**src/rtl/vec_cmd_queue_pkg.sv**
```systemverilog
// vec_cmd_pkg: shared opcodes, command entry layout and entry builder for vec_cmd_queue.
// Optional build macro for the queue: VEC_CMDQ_BYPASS_EN.
package vec_cmd_pkg;
    localparam int INSTR_W = 32;
    localparam int IDX_W   = 32;
    localparam int DATA_W  = 32;
    localparam int LOAD_W  = IDX_W + DATA_W;
    localparam logic [4:0] OP_LOAD  = 5'b00000;
    localparam logic [4:0] OP_STORE = 5'b00001;
    typedef struct packed {
        logic               has_load;
        logic [INSTR_W-1:0] instr;
        logic [IDX_W-1:0]   idx;
        logic [DATA_W-1:0]  data;
    } cmd_entry_t;
    localparam int ENTRY_W = $bits(cmd_entry_t);
    // A plain instruction carries zero index/data so the head never shows stale load fields.
    function automatic cmd_entry_t make_entry(input logic [INSTR_W-1:0] instr, input logic has_load,
                                              input logic [LOAD_W-1:0] load_msg);
        make_entry.has_load = has_load;
        make_entry.instr    = instr;
        make_entry.idx      = has_load ? load_msg[LOAD_W-1:DATA_W] : '0;
        make_entry.data     = has_load ? load_msg[DATA_W-1:0] : '0;
    endfunction
endpackage

```
**src/rtl/vec_cmd_queue_if.sv**
```systemverilog
// vec_cmd_queue_if: converter-side streams, core command port and store-return path.
interface vec_cmd_queue_if;
    import vec_cmd_pkg::*;
    logic [INSTR_W-1:0] instruction_recv_msg;
    logic               instruction_recv_val;
    logic               instruction_recv_rdy;
    logic [LOAD_W-1:0]  load_recv_msg;
    logic               load_recv_val;
    logic               load_recv_rdy;
    logic [INSTR_W-1:0] cmd_instr;
    logic [IDX_W-1:0]   cmd_idx;
    logic [DATA_W-1:0]  cmd_data;
    logic               cmd_has_load;
    logic               cmd_val;
    logic               cmd_rdy;
    logic [DATA_W-1:0]  st_in_msg;
    logic               st_in_val;
    logic               st_in_rdy;
    logic [DATA_W-1:0]  store_send_msg;
    logic               store_send_val;
    logic               store_send_rdy;
    modport slave (
        input  instruction_recv_msg, instruction_recv_val, load_recv_msg, load_recv_val,
               cmd_rdy, st_in_msg, st_in_val, store_send_rdy,
        output instruction_recv_rdy, load_recv_rdy, cmd_instr, cmd_idx, cmd_data,
               cmd_has_load, cmd_val, st_in_rdy, store_send_msg, store_send_val
    );
    modport master (
        output instruction_recv_msg, instruction_recv_val, load_recv_msg, load_recv_val,
               cmd_rdy, st_in_msg, st_in_val, store_send_rdy,
        input  instruction_recv_rdy, load_recv_rdy, cmd_instr, cmd_idx, cmd_data,
               cmd_has_load, cmd_val, st_in_rdy, store_send_msg, store_send_val
    );
endinterface

```
**src/rtl/vec_cmd_queue_sync_fifo.sv**
```systemverilog
// sync_fifo: DEPTH-entry FIFO with wrapping pointers and an occupancy count.
module sync_fifo #(
    parameter int W     = 8,
    parameter int DEPTH = 4,
    parameter int CNT_W = $clog2(DEPTH) + 1
) (
    input  logic             wb_clk_i,
    input  logic             wb_rst_i,
    input  logic             wr_en,
    input  logic [W-1:0]     wr_data,
    input  logic             rd_en,
    output logic [W-1:0]     rd_data,
    output logic [CNT_W-1:0] count,
    output logic             full,
    output logic             empty
);
    localparam int PTR_W = $clog2(DEPTH);
    logic [W-1:0]     mem_q [DEPTH];
    logic [W-1:0]     mem_d [DEPTH];
    logic [PTR_W-1:0] wr_ptr_q, wr_ptr_d, rd_ptr_q, rd_ptr_d;
    logic [CNT_W-1:0] count_q, count_d;
    logic             wr, rd;
    assign full    = count_q == CNT_W'(DEPTH);
    assign empty   = count_q == '0;
    assign wr      = wr_en && !full;
    assign rd      = rd_en && !empty;
    assign rd_data = mem_q[rd_ptr_q];
    assign count   = count_q;
    always_comb begin
        mem_d    = mem_q;
        wr_ptr_d = wr ? wr_ptr_q + PTR_W'(1) : wr_ptr_q;
        rd_ptr_d = rd ? rd_ptr_q + PTR_W'(1) : rd_ptr_q;
        count_d  = count_q + CNT_W'(wr) - CNT_W'(rd);
        if (wr) mem_d[wr_ptr_q] = wr_data;
    end
    // Storage is cleared on reset so the head reads zero before anything is written.
    always_ff @(posedge wb_clk_i or posedge wb_rst_i) begin
        if (wb_rst_i) begin
            mem_q    <= '{default: '0};
            wr_ptr_q <= '0;
            rd_ptr_q <= '0;
            count_q  <= '0;
        end else begin
            mem_q    <= mem_d;
            wr_ptr_q <= wr_ptr_d;
            rd_ptr_q <= rd_ptr_d;
            count_q  <= count_d;
        end
    end
endmodule

```
**src/rtl/vec_cmd_queue.sv**
```systemverilog
// vec_cmd_queue: pairs instruction/load beats into a command FIFO for the vector core, plus a store-return register.
// Build with VEC_CMDQ_BYPASS_EN to pass a beat straight through when the queue is empty and the core is ready.
module vec_cmd_queue
    import vec_cmd_pkg::*;
#(
    parameter int DEPTH = 4,
    parameter int CNT_W = $clog2(DEPTH) + 1
) (
    input  logic             wb_clk_i,
    input  logic             wb_rst_i,
    vec_cmd_queue_if.slave   bus,
    output logic [CNT_W-1:0] count,
    output logic             proto_err
);
    cmd_entry_t        in_entry, head, out;
    logic              full, empty, enq, bypass;
    logic              proto_err_q, proto_err_d;
    logic              st_full_q, st_full_d;
    logic [DATA_W-1:0] st_msg_q, st_msg_d;
    logic              st_take;
    assign bus.instruction_recv_rdy = !full;
    assign bus.load_recv_rdy        = !full;
    assign enq      = bus.instruction_recv_val && !full;
    assign in_entry = make_entry(bus.instruction_recv_msg, bus.load_recv_val, bus.load_recv_msg);
`ifdef VEC_CMDQ_BYPASS_EN
    assign bypass      = empty && bus.cmd_rdy && enq;
    assign out         = bypass ? in_entry : head;
    assign bus.cmd_val = !empty || bypass;
`else
    assign bypass      = 1'b0;
    assign out         = head;
    assign bus.cmd_val = !empty;
`endif
    sync_fifo #(.W(ENTRY_W), .DEPTH(DEPTH), .CNT_W(CNT_W)) u_fifo (
        .wb_clk_i (wb_clk_i),
        .wb_rst_i (wb_rst_i),
        .wr_en    (enq && !bypass),
        .wr_data  (in_entry),
        .rd_en    (bus.cmd_rdy),
        .rd_data  (head),
        .count    (count),
        .full     (full),
        .empty    (empty)
    );
    assign bus.cmd_instr    = out.instr;
    assign bus.cmd_idx      = out.idx;
    assign bus.cmd_data     = out.data;
    assign bus.cmd_has_load = out.has_load;
    assign proto_err          = proto_err_q;
    assign bus.st_in_rdy      = !st_full_q || bus.store_send_rdy;
    assign bus.store_send_val = st_full_q;
    assign bus.store_send_msg = st_msg_q;
    assign st_take            = bus.st_in_val && bus.st_in_rdy;
    // A new store refills the register in the same cycle the old one is taken.
    always_comb begin
        proto_err_d = proto_err_q || (bus.load_recv_val && !bus.instruction_recv_val && !full);
        st_full_d   = st_take ? 1'b1 : (bus.store_send_rdy ? 1'b0 : st_full_q);
        st_msg_d    = st_take ? bus.st_in_msg : st_msg_q;
    end
    always_ff @(posedge wb_clk_i or posedge wb_rst_i) begin
        if (wb_rst_i) begin
            proto_err_q <= 1'b0;
            st_full_q   <= 1'b0;
            st_msg_q    <= '0;
        end else begin
            proto_err_q <= proto_err_d;
            st_full_q   <= st_full_d;
            st_msg_q    <= st_msg_d;
        end
    end
endmodule
```
**src/flat_wrapper.sv**
```systemverilog
// flat-port wrapper written by rule: the top's interface ports become plain ports
module vec_cmd_queue_flat import vec_cmd_pkg::*;
#(
    parameter int DEPTH = 4,
    parameter int CNT_W = $clog2(DEPTH) + 1
)
  (wb_clk_i, wb_rst_i, count, proto_err, bus_instruction_recv_msg, bus_instruction_recv_val, bus_load_recv_msg, bus_load_recv_val, bus_cmd_rdy, bus_st_in_msg, bus_st_in_val, bus_store_send_rdy, bus_instruction_recv_rdy, bus_load_recv_rdy, bus_cmd_instr, bus_cmd_idx, bus_cmd_data, bus_cmd_has_load, bus_cmd_val, bus_st_in_rdy, bus_store_send_msg, bus_store_send_val);
  vec_cmd_queue_if bus_i ();
  input  logic wb_clk_i;
  input  logic wb_rst_i;
  output logic [CNT_W-1:0] count;
  output logic proto_err;
  input wire logic [$bits(bus_i.instruction_recv_msg)-1:0] bus_instruction_recv_msg;
  input wire logic [$bits(bus_i.instruction_recv_val)-1:0] bus_instruction_recv_val;
  input wire logic [$bits(bus_i.load_recv_msg)-1:0] bus_load_recv_msg;
  input wire logic [$bits(bus_i.load_recv_val)-1:0] bus_load_recv_val;
  input wire logic [$bits(bus_i.cmd_rdy)-1:0] bus_cmd_rdy;
  input wire logic [$bits(bus_i.st_in_msg)-1:0] bus_st_in_msg;
  input wire logic [$bits(bus_i.st_in_val)-1:0] bus_st_in_val;
  input wire logic [$bits(bus_i.store_send_rdy)-1:0] bus_store_send_rdy;
  output wire logic [$bits(bus_i.instruction_recv_rdy)-1:0] bus_instruction_recv_rdy;
  output wire logic [$bits(bus_i.load_recv_rdy)-1:0] bus_load_recv_rdy;
  output wire logic [$bits(bus_i.cmd_instr)-1:0] bus_cmd_instr;
  output wire logic [$bits(bus_i.cmd_idx)-1:0] bus_cmd_idx;
  output wire logic [$bits(bus_i.cmd_data)-1:0] bus_cmd_data;
  output wire logic [$bits(bus_i.cmd_has_load)-1:0] bus_cmd_has_load;
  output wire logic [$bits(bus_i.cmd_val)-1:0] bus_cmd_val;
  output wire logic [$bits(bus_i.st_in_rdy)-1:0] bus_st_in_rdy;
  output wire logic [$bits(bus_i.store_send_msg)-1:0] bus_store_send_msg;
  output wire logic [$bits(bus_i.store_send_val)-1:0] bus_store_send_val;
  assign bus_i.instruction_recv_msg = bus_instruction_recv_msg;
  assign bus_i.instruction_recv_val = bus_instruction_recv_val;
  assign bus_i.load_recv_msg = bus_load_recv_msg;
  assign bus_i.load_recv_val = bus_load_recv_val;
  assign bus_i.cmd_rdy = bus_cmd_rdy;
  assign bus_i.st_in_msg = bus_st_in_msg;
  assign bus_i.st_in_val = bus_st_in_val;
  assign bus_i.store_send_rdy = bus_store_send_rdy;
  assign bus_instruction_recv_rdy = bus_i.instruction_recv_rdy;
  assign bus_load_recv_rdy = bus_i.load_recv_rdy;
  assign bus_cmd_instr = bus_i.cmd_instr;
  assign bus_cmd_idx = bus_i.cmd_idx;
  assign bus_cmd_data = bus_i.cmd_data;
  assign bus_cmd_has_load = bus_i.cmd_has_load;
  assign bus_cmd_val = bus_i.cmd_val;
  assign bus_st_in_rdy = bus_i.st_in_rdy;
  assign bus_store_send_msg = bus_i.store_send_msg;
  assign bus_store_send_val = bus_i.store_send_val;
  vec_cmd_queue #(.DEPTH(DEPTH), .CNT_W(CNT_W)) u_core (.wb_clk_i(wb_clk_i), .wb_rst_i(wb_rst_i), .bus(bus_i), .count(count), .proto_err(proto_err));
endmodule
```
**config.mk**
```make
export PLATFORM = sky130hd
export DESIGN_NAME = vec_cmd_queue_flat
export DESIGN_NICKNAME = d
export VERILOG_FILES = /design/src/rtl/vec_cmd_queue_pkg.sv /design/src/rtl/vec_cmd_queue_if.sv /design/src/rtl/vec_cmd_queue_sync_fifo.sv /design/src/rtl/vec_cmd_queue.sv /design/src/flat_wrapper.sv
export SDC_FILE = /design/constraint.sdc
export NUM_CORES = 1
export LEC_CHECK = 0
export ABC_CLOCK_PERIOD_IN_PS = 15100
export CAP_MARGIN = 10
export CELL_PAD_IN_SITES_DETAIL_PLACEMENT = 1
export CELL_PAD_IN_SITES_GLOBAL_PLACEMENT = 1
export CORE_MARGIN = 2
export CORE_UTILIZATION = 40
export DETAILED_ROUTE_END_ITERATION = 8
export GPL_TIMING_DRIVEN = 0
export MAX_ROUTING_LAYER = met4
export PLACE_DENSITY_LB_ADDON = 0.08
export SYNTH_ARGS = -nofsm -noshare
export SYNTH_HDL_FRONTEND = slang
export SYNTH_SLANG_ARGS = --single-unit
```
**constraint.sdc**
```tcl
create_clock -name wb_clk_i -period 15.1 [get_ports wb_clk_i]
set_clock_uncertainty 0.1 [all_clocks]
set_input_delay 3.02 -clock wb_clk_i [delete_from_list [all_inputs] [get_ports wb_clk_i]]
set_output_delay 3.02 -clock wb_clk_i [all_outputs]
set_load 0.02 [all_outputs]
```
==> results of run 1 <==
-- layout make-up --
| type | count | area, um2 |
|---|---|---|
| Antenna cell | 4 | 10.01 |
| Clock buffer | 75 | 1404 |
| Sequential cell | 429 | 10740 |
| Timing Repair Buffer | 273 | 2785 |
| Clock inverter | 3 | 15.01 |
| Inverter | 8 | 40.04 |
| Multi-Input combinational cell | 867 | 7104 |
| Tap cell | 600 | 750.7 |
| Buffer | 127 | 593.1 |
| Fill cell | 4729 | 22040 |
-- how the worst max path moves through the flow --
stage / to / depth (start not counted) / startpoint / slack (ns)
2_1_floorplan: u_core.bus.store_send_msg[0] / 1 / wb_rst_i / 0.03
3_3_place_gp: u_core.u_fifo.mem_q[306] / 2 / wb_rst_i / -5.52
3_5_place_dp: bus_st_in_rdy / 3 / bus_store_send_rdy / 7.73
4_1_cts: bus_st_in_rdy / 3 / bus_store_send_rdy / 7.72
5_1_grt: bus_st_in_rdy / 3 / bus_store_send_rdy / 7.66
6_report: bus_st_in_rdy / 3 / bus_store_send_rdy / 7.71
-- kinds of logic (layout without fill, tap and decap cells) --
group           after synthesis  count (layout)  share of synthesized area
compound gates              513             513                     0.1392
xor+xnor                      5               5                   0.002372
fa+ha+maj                     7               7                   0.005150
buf+inv                     135             486                    0.03388
flops                       429             429                     0.5814
mux                         262             262                     0.2189
other cells                   0               4                          0
simple gates                 80              80                    0.01904
-- per-layer routing --
metal	wire, um	vias up
li1	-	5877
met1	24880	7112
met2	28750	300
met3	2777	85
met4	1394	0
met5	0	-
-- flip-flops by register name (all words and copies together) (netlist names) --
register	flops
u_core.bus.store_send_val	1
u_core.u_fifo.mem_q	388
u_core.u_fifo.rd_ptr_q	2
u_core.bus.store_send_msg	32
u_core.u_fifo.count	3
u_core.u_fifo.wr_ptr_q	2
u_core.proto_err	1
-- per-stage QoR --
stage                     total power, uW  setup TNS, ns  worst slack [ns]  instance area, um2
after floorplan                      3359              0           0.03337               18470
after global placement               4340       -2344.12            -5.518               21920
after detailed placement             4423              0             7.729               22010
after CTS                            5537              0             7.716               23430
after global routing                 5793              0             7.662               23440
final                                5474              0             7.709               23440
-- critical path, delay by kind of cell --
| kind | cells | cell delay, ns |
|---|---|---|
| buf+inv | 2 | 1.09 |
| simple gates | 1 | 0.16 |
-- power groups by stage --
stage / Sequential (uW) / Combinational (uW) / Clock [uW]
2_1_floorplan: 1850 / 1500 / 0
3_3_place_gp: 1900 / 2440 / 0
3_5_place_dp: 1920 / 2500 / 0
4_1_cts: 1910 / 2510 / 1120
5_1_grt: 1970 / 2660 / 1160
6_report: 1910 / 2470 / 1090
-- cells in the final DEF, fill, tap and decap left out, types with 2 or more instances in the layout --
cell,count
mux2_2,139
clkdlybuf4s50_1,270
buf_6,4
mux2_1,26
clkbuf_16,49
o21ai_1,5
diode_2,4
clkbuf_1,86
dfrtp_1,429
ha_1,6
inv_1,6
clkbuf_8,8
o21ai_0,507
xnor2_1,3
buf_2,44
mux4_2,97
clkinv_2,3
nand3_2,4
clkbuf_2,4
buf_16,3
nand2_1,70
xor2_1,2
nand2b_1,2
buf_4,7
==> flow_summary.json, run 1 <==
{
  "holdCritPathClass": "register to register",
  "finalHoldViolations": 0,
  "layoutNonFillerInstCount": 2386,
  "yosys-top-cells-count": "o21ai_0 (507), dfrtp_1 (429), mux2_2 (139), mux4_2 (97), nand2_1 (70)",
  "regToRegStartpoint": "u_core.u_fifo.count[1]",
  "drc": 0,
  "detailedRoute.firstPassIterationCount": 5,
  "layout-area-overhead-vs-synth_pct": 26.93,
  "seq_area_frac_synth": 0.5814,
  "fmaxAchievable_mhz": 135.3,
  "min-delay-start": "u_core.u_fifo.mem_q[182]",
  "tritoncts_clock_tree": "yes",
  "grt_busiest_layer": "met2",
  "holdBufCountCts": 0,
  "worst-r2r-setup-slack_ns": 12.48,
  "clock_group_share_of_total_power": 0.199,
  "vias": 13370,
  "synth_top_cell_by_area": "dfrtp_1",
  "ys_top_cells_by_area": "dfrtp_1 (58%), o21ai_0 (14%), mux4_2 (12%)",
  "gr-total-overflow": 0,
  "drt-initial-drc-count": 887,
  "worst_setup_hold_path_clk_slew_ns": 0.05,
  "synth_ff_type": "dfrtp_1",
  "postSynthAreaPerCell_um2": 12.90,
  "clock-sinks": 429,
  "run_status": "complete, no violations",
  "tritoncts.num_buffers": 48,
  "layout.core_utilization": 0.5154,
  "crit_path_frequent_cell": "clkdlybuf4s50_1",
  "finalNetCount": 1896,
  "crit_type": "primary input to output pin",
  "total_leakage_power_uw": 0.009672,
  "worst_hold_slack_ns": 0.3845,
  "worst_hold_path.num_cells": 1,
  "seqPwrFrac": 0.349,
  "design.portCount": 273,
  "worst_tran_pin_value_ns": 0.7294,
  "globalplace.congestion": 0.7839,
  "floorplan.initialDensity": 0.4060,
  "cellInternalPower_uw": 3461,
  "track_usage": 0.2537,
  "synthMostInstantiatedCell": "o21ai_0",
  "synth.cell_area_mm2": 0.01847,
  "groute.layer.met1.usage": 0.3286,
  "placeableCoreArea_mm2": 0.04548,
  "synth_cell_types": 25,
  "fraction_of_final_layout_cells_sized_beyond_drive_strength_1": 0.2054,
  "cp_cell_sequence": "clkdlybuf4s50_1, nand2b_1, clkdlybuf4s50_1",
  "flip_flop_and_latch_count_after_synthesis": 429,
  "route.final.wire_length_mm": 57.80,
  "rsz0062_at_grt": "no",
  "fp.dieW_um": 218.9,
  "ys.warnings.count": 0,
  "critical-path-max-stage-delay_ns": 0.64,
  "cp_data_required_time_ns": 11.98,
  "ir_drop_uv": 131.8,
  "first_global_vias": 14730,
  "synth_top_cell_area_share": 0.5814,
  "final.min_clock_period_ns": 7.391,
  "postCtsSetupRepairBufs": 0,
  "clk-insertion-delay-late_ns": 0.58,
  "grt_max_degree": 129,
  "synth_async_sr_flop_share": 1.000,
  "postSynthCellCount": 1431,
  "cts-resized-gates": 0,
  "worst_hold_end": "u_core.u_fifo.mem_q[182]",
  "synthesis.nets": 1573,
  "pwr_density_cell_mw_per_mm2": 233.6,
  "wl_per_cell_um": 24.22,
  "net-switching-power_uw": 2013,
  "endpoint_kind": "output pin",
  "root_cell_of_the_clock_tree": "clkbuf_16",
  "worstSetupStartpointType": "primary input",
  "power_frac_comb": 0.452,
  "setup_viol_count_final": 0,
  "max-slew-margin-rel": 0.5138,
  "final.period_utilization": 0.4894,
  "worst-r2r-cell-count": 9,
  "placed_cells": 2304,
  "cts_max_level": 2,
  "synth-edff-count": 0,
  "timing.max_cap.violations": 0,
  "rr_endpoint": "u_core.u_fifo.count[2]",
  "groute.layer.met3.usage": 0.04227,
  "arrival_ns": 4.27,
  "avgViaCountPerCell": 5.605,
  "buffers_from_clock_root_to_sink_at_most": 3,
  "timing.critical_path.fanout_max": 3,
  "fp.dieArea_mm2": 0.04790,
  "routed_antenna_nets": 0,
  "port_buffers": 270,
  "p_sw_frac": 0.3677,
  "grtUsageMet2": 0.4138,
  "maxSlewViolCount": 0,
  "place.detailed.hpwl_mm": 38.84,
  "grt_pass1_wl_mm": 88.94,
  "die_h_um": 218.9,
  "std_cell_rows": 78,
  "critical-path-slowest-cell": "clkdlybuf4s50_1",
  "number_of_antenna_violations_at_the_first_check_in_global_routing": 4
}
No activity file was read; power rests on OpenSTA's default activity.
==> inputs of run 2 (changes only) <==
--- a/config.mk
+++ b/config.mk
@@ -5,12 +5,12 @@
 export SDC_FILE = /design/constraint.sdc
 export NUM_CORES = 1
 export LEC_CHECK = 0
-export ABC_CLOCK_PERIOD_IN_PS = 15100
+export ABC_CLOCK_PERIOD_IN_PS = 7400
 export CAP_MARGIN = 10
 export CELL_PAD_IN_SITES_DETAIL_PLACEMENT = 1
 export CELL_PAD_IN_SITES_GLOBAL_PLACEMENT = 1
 export CORE_MARGIN = 2
-export CORE_UTILIZATION = 40
+export CORE_UTILIZATION = 44
 export DETAILED_ROUTE_END_ITERATION = 8
 export GPL_TIMING_DRIVEN = 0
 export MAX_ROUTING_LAYER = met4
==> constraint.sdc (replaced) <==
create_clock -name wb_clk_i -period 7.4 [get_ports wb_clk_i]
set_clock_uncertainty 0.1 [all_clocks]
set_input_delay 1.48 -clock wb_clk_i [delete_from_list [all_inputs] [get_ports wb_clk_i]]
set_output_delay 1.48 -clock wb_clk_i [all_outputs]
set_load 0.02 [all_outputs]
==> run 2 against run 1 <==
- register-to-register slack worse by 7.7 ns
- power up 110%
- cell count down 1.9%
- utilization up 5.2 points
- clock-buffer cell count up 2
- sequential power up 110%
- first-iteration DRC count down 16%
- setup slack worse by 4.8 ns
- critical endpoint is now bus_cmd_idx[2]
- largest cell class unchanged
- highest routed layer unchanged
==> flow_summary.json, run 2 (same netlist as run 1, synthesis figures left out) <==
{
  "drc": 0,
  "tritoncts_clock_tree": "yes",
  "cts_max_level": 2,
  "globalplace.congestion": 0.7987,
  "postCtsSetupRepairBufs": 0,
  "worst_setup_hold_path_clk_slew_ns": 0.06,
  "worst-r2r-setup-slack_ns": 4.81,
  "design.portCount": 273,
  "first_global_vias": 15120,
  "pwr_density_cell_mw_per_mm2": 479.3,
  "place.detailed.hpwl_mm": 38.86,
  "route.final.wire_length_mm": 57.37,
  "floorplan.initialDensity": 0.4432,
  "registers.top_by_ff_count": "u_core.u_fifo.mem_q",
  "final.min_clock_period_ns": 4.532,
  "arrival_ns": 2.95,
  "rsz0062_at_grt": "no",
  "grt_pass1_wl_mm": 89.22,
  "routed_antenna_nets": 0,
  "worst_tran_pin_value_ns": 0.6672,
  "net-switching-power_uw": 4151,
  "timing.max_cap.violations": 0,
  "placed_area_mm2": 0.02209,
  "crit_path_frequent_cell": "buf_2",
  "crit_buf_inv": 4,
  "clk-insertion-delay-late_ns": 0.57,
  "crit_path_end": "bus_cmd_idx[2]",
  "ir_drop_uv": 291.0,
  "setup_total_negative_slack_ns": 0,
  "clock-sinks": 429,
  "finalNetCount": 1905,
  "fp.dieArea_mm2": 0.04362,
  "finalHoldViolations": 0,
  "worst-r2r-cell-count": 8,
  "gr-total-overflow": 0,
  "layout-area-overhead-vs-synth_pct": 27.92,
  "fp.dieW_um": 208.9,
  "root_cell_of_the_clock_tree": "clkbuf_16",
  "std_cell_rows": 75,
  "detailedRoute.firstPassIterationCount": 5,
  "vias": 13580,
  "max-slew-margin-rel": 0.5552,
  "layoutNonFillerInstCount": 2341,
  "worstSetupStartpoint": "u_core.u_fifo.rd_ptr_q[0]",
  "port_buffers": 270,
  "critical-path-max-stage-delay_ns": 0.66,
  "number_of_antenna_violations_at_the_first_check_in_global_routing": 4,
  "mostFrequentLayoutCell": "o21ai_0",
  "rr_endpoint": "u_core.u_fifo.count[2]",
  "timing.critical_path.fanout_max": 10,
  "cpLargestDelayFamily": "buffers and inverters",
  "placeableCoreArea_mm2": 0.04167,
  "final.period_utilization": 0.6125,
  "critical-path-slowest-cell": "clkdlybuf4s50_1",
  "power_frac_comb": 0.447,
  "clock_group_share_of_total_power": 0.207,
  "setup_viol_count_final": 0,
  "avgViaCountPerCell": 5.801,
  "die_h_um": 208.9,
  "layout.core_utilization": 0.5669,
  "holdBufCountCts": 0,
  "largest_reg_flops": 388,
  "p_sw_frac": 0.3667,
  "placed_cells": 2252,
  "fraction_of_final_layout_cells_sized_beyond_drive_strength_1": 0.2125,
  "crit_type": "register to output pin",
  "worstSetupStartpointType": "register",
  "mostFrequentLayoutCells": "o21ai_0 (507), dfrtp_1 (429), clkdlybuf4s50_1 (270), mux2_2 (139), mux4_2 (97)",
  "tritoncts.num_buffers": 48,
  "final_cell_area_mm2": 0.02362,
  "fmaxAchievable_mhz": 220.6,
  "track_usage": 0.2750,
  "maxSlewViolCount": 0,
  "cts-resized-gates": 0,
  "run_status": "complete, no violations",
  "grt_max_degree": 43,
  "total_leakage_power_uw": 0.009791,
  "fin_total_pwr_uw": 11320,
  "worstSetupPathDepth": 5,
  "endpoint_kind": "output pin",
  "cp_data_required_time_ns": 5.82,
  "holdCritPathClass": "register to register",
  "buffers_from_clock_root_to_sink_at_most": 3,
  "wl_per_cell_um": 24.51,
  "cp_cell_sequence": "buf_2, buf_2, buf_2, mux4_2, clkdlybuf4s50_1",
  "regToRegStartpoint": "u_core.u_fifo.count[1]",
  "cellInternalPower_uw": 7170,
  "seqPwrFrac": 0.346,
  "drt-initial-drc-count": 745
}
run 2: cell count changes in the layout (fill, tap and decap cells not counted):
cell,previous run,this run
clkinvlp_4,0,2
bufinv_16,0,2
inv_8,1,0
clkinv_2,3,5
buf_16,3,0
buf_12,0,12
clkbuf_8,8,10
run 2: worst min-delay path by stage:
| stage | start | endpoint | cells after the start |
|---|---|---|---|
| after floorplan | u_core.u_fifo.mem_q[161] | u_core.u_fifo.mem_q[161] | 1 |
| after global placement | u_core.u_fifo.mem_q[174] | u_core.u_fifo.mem_q[174] | 1 |
| after detailed placement | u_core.u_fifo.mem_q[186] | u_core.u_fifo.mem_q[186] | 1 |
| after CTS | u_core.u_fifo.mem_q[186] | u_core.u_fifo.mem_q[186] | 1 |
| after global routing | u_core.u_fifo.mem_q[186] | u_core.u_fifo.mem_q[186] | 1 |
| final | u_core.u_fifo.mem_q[186] | u_core.u_fifo.mem_q[186] | 1 |
run 2: final cells by class:
type / count / area, um2
clock buffer: 77 / 1431
multi-input combinational: 867 / 7104
inverter: 8 / 36.28
sequential: 429 / 10740
fill: 4221 / 18040
antenna: 4 / 10.01
clock inverter: 8 / 92.59
tap: 539 / 674.4
timing repair buffer: 282 / 2943
buffer: 127 / 593.1
run 2: routing by layer:
layer / GRT usage / up-vias / wire, um
met5: - / - / 0
met4: 0.07709 / 0 / 1298
met3: 0.05606 / 77 / 3206
met2: 0.4522 / 339 / 28860
met1: 0.3484 / 7268 / 24000
li1: - / 5895 / -
run 2: worst register-to-register path: cells and delay by family, from the launching register on:
kind | cells | cell delay (ns)
adder cells (fa/ha/maj) | 3 | 0.87
AND/OR/NAND/NOR | 2 | 0.69
flip-flops | 1 | 0.48
XOR/XNOR | 2 | 0.29
buffers and inverters | 1 | 0.04
run 2: through the flow:
| step | hold slack, ns | setup WS [ns] |
|---|---|---|
| 2_1_floorplan | 0.3587 | 0.02861 |
| 3_3_place_gp | 0.3677 | -2.950 |
| 3_5_place_dp | 0.3783 | 3.123 |
| 4_1_cts | 0.3916 | 2.819 |
| 5_1_grt | 0.4037 | 2.705 |
| 6_report | 0.3877 | 2.868 |
run 2: power groups by stage:
stage          registers [uW]  clock network, uW  logic (uW)
2_1_floorplan            3790                  0        3070
3_3_place_gp             3870                  0        4950
3_5_place_dp             3930                  0        5090
4_1_cts                  3900               2390        5120
5_1_grt                  4030               2460        5440
6_report                 3920               2340        5060
